File: src/rtl/pipeline_hazard_ctrl_if.sv
// pipeline_hazard_ctrl_if
//   Bundles the hazard controller's pipeline-side signals.
//   master : datapath side, drives stage/register info, observes enables.
//   slave  : controller side (pipeline_hazard_ctrl).
//   Inputs to the controller: decode/execute source regs, execute dest and
//   load/branch status, mem/wb dest regs and regwrite, mem request/ready.
//   Outputs from the controller: pcwrite, stage write/flush enables,
//   forwarding selects, halted flag, stall/flush event counters.
interface pipeline_hazard_ctrl_if #(
  parameter int CNT_W = 16
);
  logic [3:0]       id_rs1;
  logic [3:0]       id_rs2;
  logic             id_use1;
  logic             id_use2;
  logic [3:0]       ex_rs1;
  logic [3:0]       ex_rs2;
  logic [3:0]       ex_rd;
  logic             ex_memread;
  logic             ex_branch_taken;
  logic [3:0]       mem_rd;
  logic [3:0]       wb_rd;
  logic             mem_regwrite;
  logic             wb_regwrite;
  logic             mem_req;
  logic             mem_ready;

  logic             pcwrite;
  logic             fd_write;
  logic             de_write;
  logic             em_write;
  logic             mw_write;
  logic             fd_flush;
  logic             de_flush;
  logic [1:0]       fwd_a;
  logic [1:0]       fwd_b;
  logic             halted;
  logic [CNT_W-1:0] stall_count;
  logic [CNT_W-1:0] flush_count;

  modport master (
    output id_rs1, id_rs2, id_use1, id_use2,
    output ex_rs1, ex_rs2, ex_rd, ex_memread, ex_branch_taken,
    output mem_rd, wb_rd, mem_regwrite, wb_regwrite,
    output mem_req, mem_ready,
    input  pcwrite, fd_write, de_write, em_write, mw_write,
    input  fd_flush, de_flush, fwd_a, fwd_b,
    input  halted, stall_count, flush_count
  );

  modport slave (
    input  id_rs1, id_rs2, id_use1, id_use2,
    input  ex_rs1, ex_rs2, ex_rd, ex_memread, ex_branch_taken,
    input  mem_rd, wb_rd, mem_regwrite, wb_regwrite,
    input  mem_req, mem_ready,
    output pcwrite, fd_write, de_write, em_write, mw_write,
    output fd_flush, de_flush, fwd_a, fwd_b,
    output halted, stall_count, flush_count
  );
endinterface

File: src/rtl/pipeline_hazard_ctrl.sv
// pipeline_hazard_ctrl
//   Sequencing controller for the 5-stage 16-bit load-store pipeline.
//   Generates PC / inter-stage register write and flush enables, inserts
//   one bubble per load-use hazard, squashes decode/fetch on a taken branch,
//   freezes the whole pipe while data memory is busy and halts on a memory
//   timeout. ALU operand forwarding selects are produced independently.
// Ports
//   clock  : pipeline clock, all state on posedge
//   reset  : synchronous, active-low
//   hz     : pipeline_hazard_ctrl_if.slave (hazard inputs, enables,
//            forwarding selects, halted flag, saturating counters)
module pipeline_hazard_ctrl #(
  parameter int MEM_TIMEOUT = 16,
  parameter int CNT_W       = 16
) (
  input  logic                   clock,
  input  logic                   reset,
  pipeline_hazard_ctrl_if.slave  hz
);

  localparam int            WC_W   = $clog2(MEM_TIMEOUT + 1);
  localparam logic [WC_W-1:0] WC_MAX = WC_W'(MEM_TIMEOUT);

  typedef enum logic [1:0] {
    RUN     = 2'd0,
    MEMWAIT = 2'd1,
    HALT    = 2'd2
  } state_t;

  state_t            state, state_nx;
  logic [WC_W-1:0]   wait_cnt, wait_cnt_nx;
  logic [CNT_W-1:0]  stall_cnt, flush_cnt;
  logic              stall_ev, flush_ev;
  logic              load_use;
  logic              eval_pipe;

  logic pcwrite, fd_write, de_write, em_write, mw_write, fd_flush, de_flush;

  // Register 0 is hard-wired zero, so a load into it never creates a hazard.
  always_comb begin
    load_use = hz.ex_memread && (hz.ex_rd != 4'd0) &&
               ((hz.id_use1 && (hz.id_rs1 == hz.ex_rd)) ||
                (hz.id_use2 && (hz.id_rs2 == hz.ex_rd)));
  end

  // Next state and enables. RUN and the ready cycle of MEMWAIT share the
  // branch / load-use / normal evaluation via eval_pipe, which is how a
  // branch held during a memory wait is acted on once memory completes.
  always_comb begin
    state_nx    = state;
    wait_cnt_nx = wait_cnt;
    stall_ev    = 1'b0;
    flush_ev    = 1'b0;
    eval_pipe   = 1'b0;
    pcwrite     = 1'b0;
    fd_write    = 1'b0;
    de_write    = 1'b0;
    em_write    = 1'b0;
    mw_write    = 1'b0;
    fd_flush    = 1'b0;
    de_flush    = 1'b0;

    unique case (state)
      RUN: begin
        if (hz.mem_req && !hz.mem_ready) begin
          state_nx    = MEMWAIT;
          wait_cnt_nx = WC_W'(1);
          stall_ev    = 1'b1;
        end else begin
          eval_pipe = 1'b1;
        end
      end
      MEMWAIT: begin
        if (hz.mem_ready) begin
          eval_pipe   = 1'b1;
          state_nx    = RUN;
          wait_cnt_nx = '0;
        end else begin
          stall_ev = 1'b1;
          if (wait_cnt == WC_MAX) begin
            state_nx = HALT;
          end else begin
            wait_cnt_nx = wait_cnt + 1'b1;
          end
        end
      end
      HALT: begin
      end
      default: begin
        state_nx    = RUN;
        wait_cnt_nx = '0;
      end
    endcase

    if (eval_pipe) begin
      if (hz.ex_branch_taken) begin
        // Squash fetch and decode: both registers load a NOP bubble.
        pcwrite  = 1'b1;
        fd_write = 1'b1;
        de_write = 1'b1;
        em_write = 1'b1;
        mw_write = 1'b1;
        fd_flush = 1'b1;
        de_flush = 1'b1;
        flush_ev = 1'b1;
      end else if (load_use) begin
        // Hold PC and fd; de takes a bubble while the load advances, so the
        // hazard clears on its own next cycle without extra state.
        de_write = 1'b1;
        em_write = 1'b1;
        mw_write = 1'b1;
        de_flush = 1'b1;
        stall_ev = 1'b1;
      end else begin
        pcwrite  = 1'b1;
        fd_write = 1'b1;
        de_write = 1'b1;
        em_write = 1'b1;
        mw_write = 1'b1;
      end
    end
  end

  always_ff @(posedge clock) begin
    if (!reset) begin
      state     <= RUN;
      wait_cnt  <= '0;
      stall_cnt <= '0;
      flush_cnt <= '0;
    end else begin
      state    <= state_nx;
      wait_cnt <= wait_cnt_nx;
      if (stall_ev && (stall_cnt != '1)) begin
        stall_cnt <= stall_cnt + 1'b1;
      end
      if (flush_ev && (flush_cnt != '1)) begin
        flush_cnt <= flush_cnt + 1'b1;
      end
    end
  end

  // Output drive; while reset is low the pipe is held with bubbles loaded.
  always_comb begin
    if (!reset) begin
      hz.pcwrite  = 1'b0;
      hz.fd_write = 1'b0;
      hz.de_write = 1'b0;
      hz.em_write = 1'b0;
      hz.mw_write = 1'b0;
      hz.fd_flush = 1'b1;
      hz.de_flush = 1'b1;
    end else begin
      hz.pcwrite  = pcwrite;
      hz.fd_write = fd_write;
      hz.de_write = de_write;
      hz.em_write = em_write;
      hz.mw_write = mw_write;
      hz.fd_flush = fd_flush;
      hz.de_flush = de_flush;
    end
  end

  // Forwarding: mem stage is newer than writeback, so it wins.
  always_comb begin
    hz.fwd_a = 2'b00;
    hz.fwd_b = 2'b00;
    if (reset) begin
      if (hz.mem_regwrite && (hz.mem_rd != 4'd0) && (hz.mem_rd == hz.ex_rs1)) begin
        hz.fwd_a = 2'b01;
      end else if (hz.wb_regwrite && (hz.wb_rd != 4'd0) && (hz.wb_rd == hz.ex_rs1)) begin
        hz.fwd_a = 2'b10;
      end
      if (hz.mem_regwrite && (hz.mem_rd != 4'd0) && (hz.mem_rd == hz.ex_rs2)) begin
        hz.fwd_b = 2'b01;
      end else if (hz.wb_regwrite && (hz.wb_rd != 4'd0) && (hz.wb_rd == hz.ex_rs2)) begin
        hz.fwd_b = 2'b10;
      end
    end
  end

  always_comb begin
    hz.halted      = (state == HALT);
    hz.stall_count = stall_cnt;
    hz.flush_count = flush_cnt;
  end

endmodule

File: src/flat_wrapper.sv
// flat-port wrapper written by rule: the top's interface ports become plain ports
module pipeline_hazard_ctrl_flat 
#(
  parameter int MEM_TIMEOUT = 16,
  parameter int CNT_W       = 16
)
  (clock, reset, hz_id_rs1, hz_id_rs2, hz_id_use1, hz_id_use2, hz_ex_rs1, hz_ex_rs2, hz_ex_rd, hz_ex_memread, hz_ex_branch_taken, hz_mem_rd, hz_wb_rd, hz_mem_regwrite, hz_wb_regwrite, hz_mem_req, hz_mem_ready, hz_pcwrite, hz_fd_write, hz_de_write, hz_em_write, hz_mw_write, hz_fd_flush, hz_de_flush, hz_fwd_a, hz_fwd_b, hz_halted, hz_stall_count, hz_flush_count);
  pipeline_hazard_ctrl_if #(.CNT_W(CNT_W)) hz_i ();
  input  logic clock;
  input  logic reset;
  input wire logic [$bits(hz_i.id_rs1)-1:0] hz_id_rs1;
  input wire logic [$bits(hz_i.id_rs2)-1:0] hz_id_rs2;
  input wire logic [$bits(hz_i.id_use1)-1:0] hz_id_use1;
  input wire logic [$bits(hz_i.id_use2)-1:0] hz_id_use2;
  input wire logic [$bits(hz_i.ex_rs1)-1:0] hz_ex_rs1;
  input wire logic [$bits(hz_i.ex_rs2)-1:0] hz_ex_rs2;
  input wire logic [$bits(hz_i.ex_rd)-1:0] hz_ex_rd;
  input wire logic [$bits(hz_i.ex_memread)-1:0] hz_ex_memread;
  input wire logic [$bits(hz_i.ex_branch_taken)-1:0] hz_ex_branch_taken;
  input wire logic [$bits(hz_i.mem_rd)-1:0] hz_mem_rd;
  input wire logic [$bits(hz_i.wb_rd)-1:0] hz_wb_rd;
  input wire logic [$bits(hz_i.mem_regwrite)-1:0] hz_mem_regwrite;
  input wire logic [$bits(hz_i.wb_regwrite)-1:0] hz_wb_regwrite;
  input wire logic [$bits(hz_i.mem_req)-1:0] hz_mem_req;
  input wire logic [$bits(hz_i.mem_ready)-1:0] hz_mem_ready;
  output wire logic [$bits(hz_i.pcwrite)-1:0] hz_pcwrite;
  output wire logic [$bits(hz_i.fd_write)-1:0] hz_fd_write;
  output wire logic [$bits(hz_i.de_write)-1:0] hz_de_write;
  output wire logic [$bits(hz_i.em_write)-1:0] hz_em_write;
  output wire logic [$bits(hz_i.mw_write)-1:0] hz_mw_write;
  output wire logic [$bits(hz_i.fd_flush)-1:0] hz_fd_flush;
  output wire logic [$bits(hz_i.de_flush)-1:0] hz_de_flush;
  output wire logic [$bits(hz_i.fwd_a)-1:0] hz_fwd_a;
  output wire logic [$bits(hz_i.fwd_b)-1:0] hz_fwd_b;
  output wire logic [$bits(hz_i.halted)-1:0] hz_halted;
  output wire logic [$bits(hz_i.stall_count)-1:0] hz_stall_count;
  output wire logic [$bits(hz_i.flush_count)-1:0] hz_flush_count;
  assign hz_i.id_rs1 = hz_id_rs1;
  assign hz_i.id_rs2 = hz_id_rs2;
  assign hz_i.id_use1 = hz_id_use1;
  assign hz_i.id_use2 = hz_id_use2;
  assign hz_i.ex_rs1 = hz_ex_rs1;
  assign hz_i.ex_rs2 = hz_ex_rs2;
  assign hz_i.ex_rd = hz_ex_rd;
  assign hz_i.ex_memread = hz_ex_memread;
  assign hz_i.ex_branch_taken = hz_ex_branch_taken;
  assign hz_i.mem_rd = hz_mem_rd;
  assign hz_i.wb_rd = hz_wb_rd;
  assign hz_i.mem_regwrite = hz_mem_regwrite;
  assign hz_i.wb_regwrite = hz_wb_regwrite;
  assign hz_i.mem_req = hz_mem_req;
  assign hz_i.mem_ready = hz_mem_ready;
  assign hz_pcwrite = hz_i.pcwrite;
  assign hz_fd_write = hz_i.fd_write;
  assign hz_de_write = hz_i.de_write;
  assign hz_em_write = hz_i.em_write;
  assign hz_mw_write = hz_i.mw_write;
  assign hz_fd_flush = hz_i.fd_flush;
  assign hz_de_flush = hz_i.de_flush;
  assign hz_fwd_a = hz_i.fwd_a;
  assign hz_fwd_b = hz_i.fwd_b;
  assign hz_halted = hz_i.halted;
  assign hz_stall_count = hz_i.stall_count;
  assign hz_flush_count = hz_i.flush_count;
  pipeline_hazard_ctrl #(.MEM_TIMEOUT(MEM_TIMEOUT), .CNT_W(CNT_W)) u_core (.clock(clock), .reset(reset), .hz(hz_i));
endmodule
File: config.mk
export PLATFORM = sky130hd
export DESIGN_NAME = pipeline_hazard_ctrl_flat
export DESIGN_NICKNAME = d
export VERILOG_FILES = /design/src/rtl/pipeline_hazard_ctrl_if.sv /design/src/rtl/pipeline_hazard_ctrl.sv /design/src/flat_wrapper.sv
export SDC_FILE = /design/constraint.sdc
export NUM_CORES = 1
export LEC_CHECK = 0
export CAP_MARGIN = 20
export CORE_ASPECT_RATIO = 1.25
export CORE_UTILIZATION = 25
export CTS_CLUSTER_DIAMETER = 120
export CTS_CLUSTER_SIZE = 30
export DETAILED_ROUTE_END_ITERATION = 16
export GPL_TIMING_DRIVEN = 0
export SYNTH_ARGS = -nofsm -noshare
export SYNTH_HDL_FRONTEND = slang
export SYNTH_SLANG_ARGS = --single-unit
File: constraint.sdc
create_clock -name clock -period 2.05 [get_ports clock]
set_clock_uncertainty 0.15 [all_clocks]
set_input_delay 0.41 -clock clock [delete_from_list [all_inputs] [get_ports clock]]
set_output_delay 0.41 -clock clock [all_outputs]
set_load 0.005 [all_outputs]
# Yosys cells after proc, flatten, opt, wreduce, memory -nomap -nowiden
# Index checks and enable logic that the tools add are counted.
[totals] register_bits=39 latchBits=0 ram_bits=0 rom_bits=0 inputBits=38 mem_count=0
[classes] add_sub_neg=3 n_mul=0 div_mod_pow=0 magnitude_cmp=0 eq_ne=14 n_shift=0 n_mux=36 bitwise_logic=1 reduce_logical=21
[op_table] cell="$add 16x1->16 const B" n=2
[op_table] cell="$ne 16x16->1 const B" n=2
[op_table] cell="$eq 4x4->1" n=6
[op_table] cell="$mux 1" n=20
[op_table] cell="$mux 2" n=9
[op_table] cell="$mux 5" n=3
[op_table] cell="$pmux 5 s3" n=1
[op_table] cell="$logic_and 1x1->1" n=13
[op_table] cell="$reduce_bool 4->1" n=3
[op_table] cell="$pmux 2 s3" n=1
[op_table] cell="$reduce_and 3->1" n=2
[op_table] cell="$add 5x1->5 const B" n=1
[op_table] cell="$eq 5x5->1 const B" n=1
[op_table] cell="$pmux 1 s2" n=2
[op_table] cell="$ne 3x2->1 const B" n=1
[op_table] cell="$ne 3x3->1 const B" n=1
[op_table] cell="$eq 2x1->1 const B" n=1
[op_table] cell="$eq 2x2->1 const B" n=1
[op_table] cell="$logic_not 2->1" n=1
[op_table] cell="$ne 2x1->1 const B" n=1
[op_table] cell="$logic_not 1->1" n=1
[op_table] cell="$logic_or 1x1->1" n=1
[op_table] cell="$not 1->1" n=1

# Logic depth before layout (Yosys ltp)
[logic_depth] ltp_word=8 ltp_mapped=9

# Worst setup path after synthesis
# Ideal clock, no wire load.
[synth_path] kind="register -> register" startpoint="reg u_core.stall_cnt[0] (netlist: u_core.hz.stall_count[0])" endpoint="reg u_core.stall_cnt[14] (netlist: u_core.hz.stall_count[14])" setup_ps=115 t_arrival_ps=1946 setup_slack_ps=-161 path_stages_with_launch=8 cell_sequence="dfxtp_1 > ha_1 > and3_1 > and4bb_1 > or4_4 > a2111oi_2 > xor2_1 > and2_1"
[synth_via] elab_chain_cells=2
[synth_lines] element="start, declared" line_no="pipeline_hazard_ctrl.sv:32" source="logic [CNT_W-1:0] stall_cnt, flush_cnt;"
[synth_lines] element="start signal, assigned" line_no="pipeline_hazard_ctrl.sv:134" source="stall_cnt <= stall_cnt + 1'b1;"
[synth_lines] element="branches (longest 2 deep; another with $add 16x1->16)"
# Several ways; the timed one is not identified.
# A chain may end at the register's enable or synchronous reset.

# Worst setup path in the final report
[layout_path] startpoint="reg u_core.stall_cnt[1] (netlist: u_core.hz.stall_count[1])" endpoint="reg u_core.stall_cnt[9] (netlist: u_core.hz.stall_count[9])"
# Same word-level chain as after synthesis.

==> impl_metrics.py <==
metrics = {
    "status": {
        "status": "finished, violations left",
        "violations": "setup timing",
    },
    "worst_setup_path": {
        "path_max_fanout": 5,
        "path_class": "reg -> reg",
        "end_kind": "flop",
        "start_kind": "flop",
        "r2r_start": "u_core.hz.stall_count[1]",
        "path_cells": "ha_4 -> and3_4 -> and4bb_1 -> or4_4 -> buf_8 -> a21boi_2 -> nand4_1 -> mux2i_1",
        "required_ps": 2070,
        "arrival_ps": 2270,
        "cp-startpoint": "u_core.hz.stall_count[1]",
        "crit_slowest_cell": "or4_4",
        "cpPeakStageDelay_ps": 510,
    },
    "global_route": {
        "antenna_found_initial": 0,
        "grt_pass1_wl_um": 10700,
        "grt_pass1_vias": 2307,
        "track_usage": 0.137,
        "grt_max_degree": 13,
        "grt-ovfl-total": 0,
    },
    "timing": {
        "setup_slack_ps": -197,
        "hold_viol": 0,
        "drv_slew": 0,
        "setup_viol": 18,
        "min_period_ps": 2250,
        "rsz0062_at_grt": "yes",
        "timing.hold.ws_ps": 355,
        "fin_crit_sh": 1.10,
        "tightestPinTransition_ps": 400,
        "clock.fmax_mhz": 445,
        "slew_headroom": 0.733,
    },
    "final_layout": {
        "antennaDiodeCount": 0,
        "areaGrowthSynthToFinish_pct": 66.9,
        "drive_gt1_frac": 0.264,
        "fin_area_mm2": 0.00393,
        "nNetsFinal": 425,
        "post-route-util": 0.431,
    },
    "yosys": {
        "synth-edff-count": 0,
        "yosys_register_bits": 39,
        "synth_area_mm2": 0.00235,
        "postSynthCellCount": 275,
        "synthArstFlopShare": 0,
        "ys_types": 44,
        "syn_area_per_cell_um2": 8.56,
        "yosys_warnings": 0,
        "syn_nets": 317,
        "ys_seq_area_frac": 0.332,
        "synth_ff_type": "dfxtp_1",
    },
    "pwr": {
        "power_density_mw_per_mm2": 505,
        "leakage_uw": 0.00154,
        "ir_worst_vdd_uv": 427,
        "total_power_uw": 1990,
    },
    "floorplanning": {
        "die-area_mm2": 0.00981,
        "rows": 39,
        "fp.dieW_um": 88.8,
        "core_area_mm2": 0.00913,
        "initial_utilization": 0.258,
        "die_h_um": 110,
        "ioPinCount": 82,
    },
    "detailed_routing": {
        "viasPerCell": 4.64,
        "drt-total-wl_um": 6860,
        "vias": 2346,
        "avgRoutedWirePerCell_um": 13.6,
        "ant_nets": 0,
        "dr.first_iter.drc_count": 36,
        "drc": 0,
        "firstDrtPassIters": 4,
    },
    "place": {
        "dpl_cell_area_mm2": 0.00334,
        "port_buffers": 80,
        "routabilityCongestion": 0.765,
        "dp_slack_ps": -922,
        "dpl.hpwl_um": 4820,
    },
    "clocking": {
        "cts_made_buffers": 5,
        "cts_tree": "built",
        "root_buffer": "clkbuf_16",
        "insertion_delay_ps": 280,
        "cts_hold_buf": 0,
        "cts_sinks": 39,
        "h-tree-depth": 2,
        "cts.clk_slew.worst_paths_ps": 60,
        "cts_buffer_depth": 2,
    },
    "flow_run": {
        "cap_violations": 0,
    },
    "min_path": {
        "hold_path.class": "reg -> reg",
        "hold_start": "u_core.hz.flush_count[12]",
    },
}
[kinds of logic after synthesis]
| kind of cell | Yosys count | synth area share |
|---|---|---|
| muxes | 6 | 0.0255 |
| DFF | 39 | 0.332 |
| buffers and inverters | 17 | 0.0362 |
| and+or+nand+nor | 126 | 0.301 |
| AOI/OAI and AO/OA | 36 | 0.109 |
| adders and majority gates | 4 | 0.0213 |
| xor gates and xnor gates | 47 | 0.175 |
[what timing repair did]
action                     4_1_cts  5_1_grt
setup endpoints to repair       44       36
gates cloned                     1        1
resized for setup              162       34
pin swaps                       23       19
buffers inserted                16        3
[state kept, by name (all words and copies together) (netlist names)]
name and count:
u_core.hz.flush_count 16, u_core.hz.stall_count 16, u_core.wait_cnt 5, u_core.state 2
[metal layers]
metal / vias to the layer above / wire length (um) / track usage
met2: 51 / 3550 / 0.249
li1: 1176 / - / -
met4: 0 / 40 / 0.0312
met5: - / 0 / 0
met1: 1117 / 2900 / 0.158
met3: 2 / 375 / 0.0306
[cell usage in the layout (no fill, tap or decap), drive strengths merged, types with 4 or more instances in the layout]
cell type,instances
nand4,15
dlygate4sd2,19
nand2b,4
a21oi,10
inv,6
nand2,20
clkdlybuf4s15,9
clkbuf,10
clkdlybuf4s50,34
o21ai,8
and3,8
nor3,4
xnor2,27
nor2,14
and4,4
ha,4
buf,45
or3,4
and2,26
mux2i,6
nand3,18
xor2,20
dfxtp,39
a21boi,7
[critical path, delay by kind of cell, from the launching register on]
| family | cells | cell delay [ps] |
|---|---|---|
| muxes | 1 | 130 |
| adders and majority gates | 1 | 160 |
| DFF | 1 | 350 |
| buffers and inverters | 1 | 170 |
| AOI/OAI and AO/OA | 1 | 160 |
| and+or+nand+nor | 4 | 1020 |
[area by class of cell]
class	count	area, um2
inverters	6	22.5
clock buffers	5	125
flip-flops and latches	39	793
clock inverters	2	37.5
fillers	938	5200
well taps	123	154
multi-input cells	219	1760
plain buffers	11	83.8
repair buffers	101	950
[cells in the mapped netlist, types with 3 or more instances]
master	count	area, um2
a21boi_0	5	37.5
a21oi_1	9	45.0
and2_1	26	163
and3_1	7	43.8
and4_1	3	26.3
buf_4	3	22.5
clkbuf_1	5	18.8
dfxtp_1	39	781
ha_1	4	50.1
inv_1	6	22.5
mux2i_1	6	60.1
nand2_1	20	75.1
nand2b_1	4	25.0
nand3_1	18	90.1
nand4_1	15	93.8
nor2_1	14	52.6
nor3_1	4	20.0
o21ai_0	7	35.0
or3_1	4	25.0
xnor2_1	27	236
xor2_1	20	175
[path summary, 6_finish.rpt]
kind / to / slack [ps] / cells past startpoint
min reg2reg: u_core.hz.flush_count[12] / 360 / 2
max: u_core.hz.stall_count[9] / -200 / 8
min: u_core.hz.flush_count[12] / 360 / 2
max reg2reg: u_core.hz.stall_count[9] / -200 / 8
[power by group]
part	total (uW)	switching, uW	internal (uW)	leakage [uW]
combinational	336	150	186	0.00114
sequential	780	12.4	768	0.000318
clock	869	302	567	0.0000759
[through the flow]
stage | std cells | setup TNS, ps
2_1_floorplan | 275 | -858
3_3_place_gp | 478 | -27530
3_5_place_dp | 478 | -28330
4_1_cts | 502 | -2740
5_1_grt | 506 | -4490
6_report | 506 | -2640
Power figures use the tool's default switching activity.
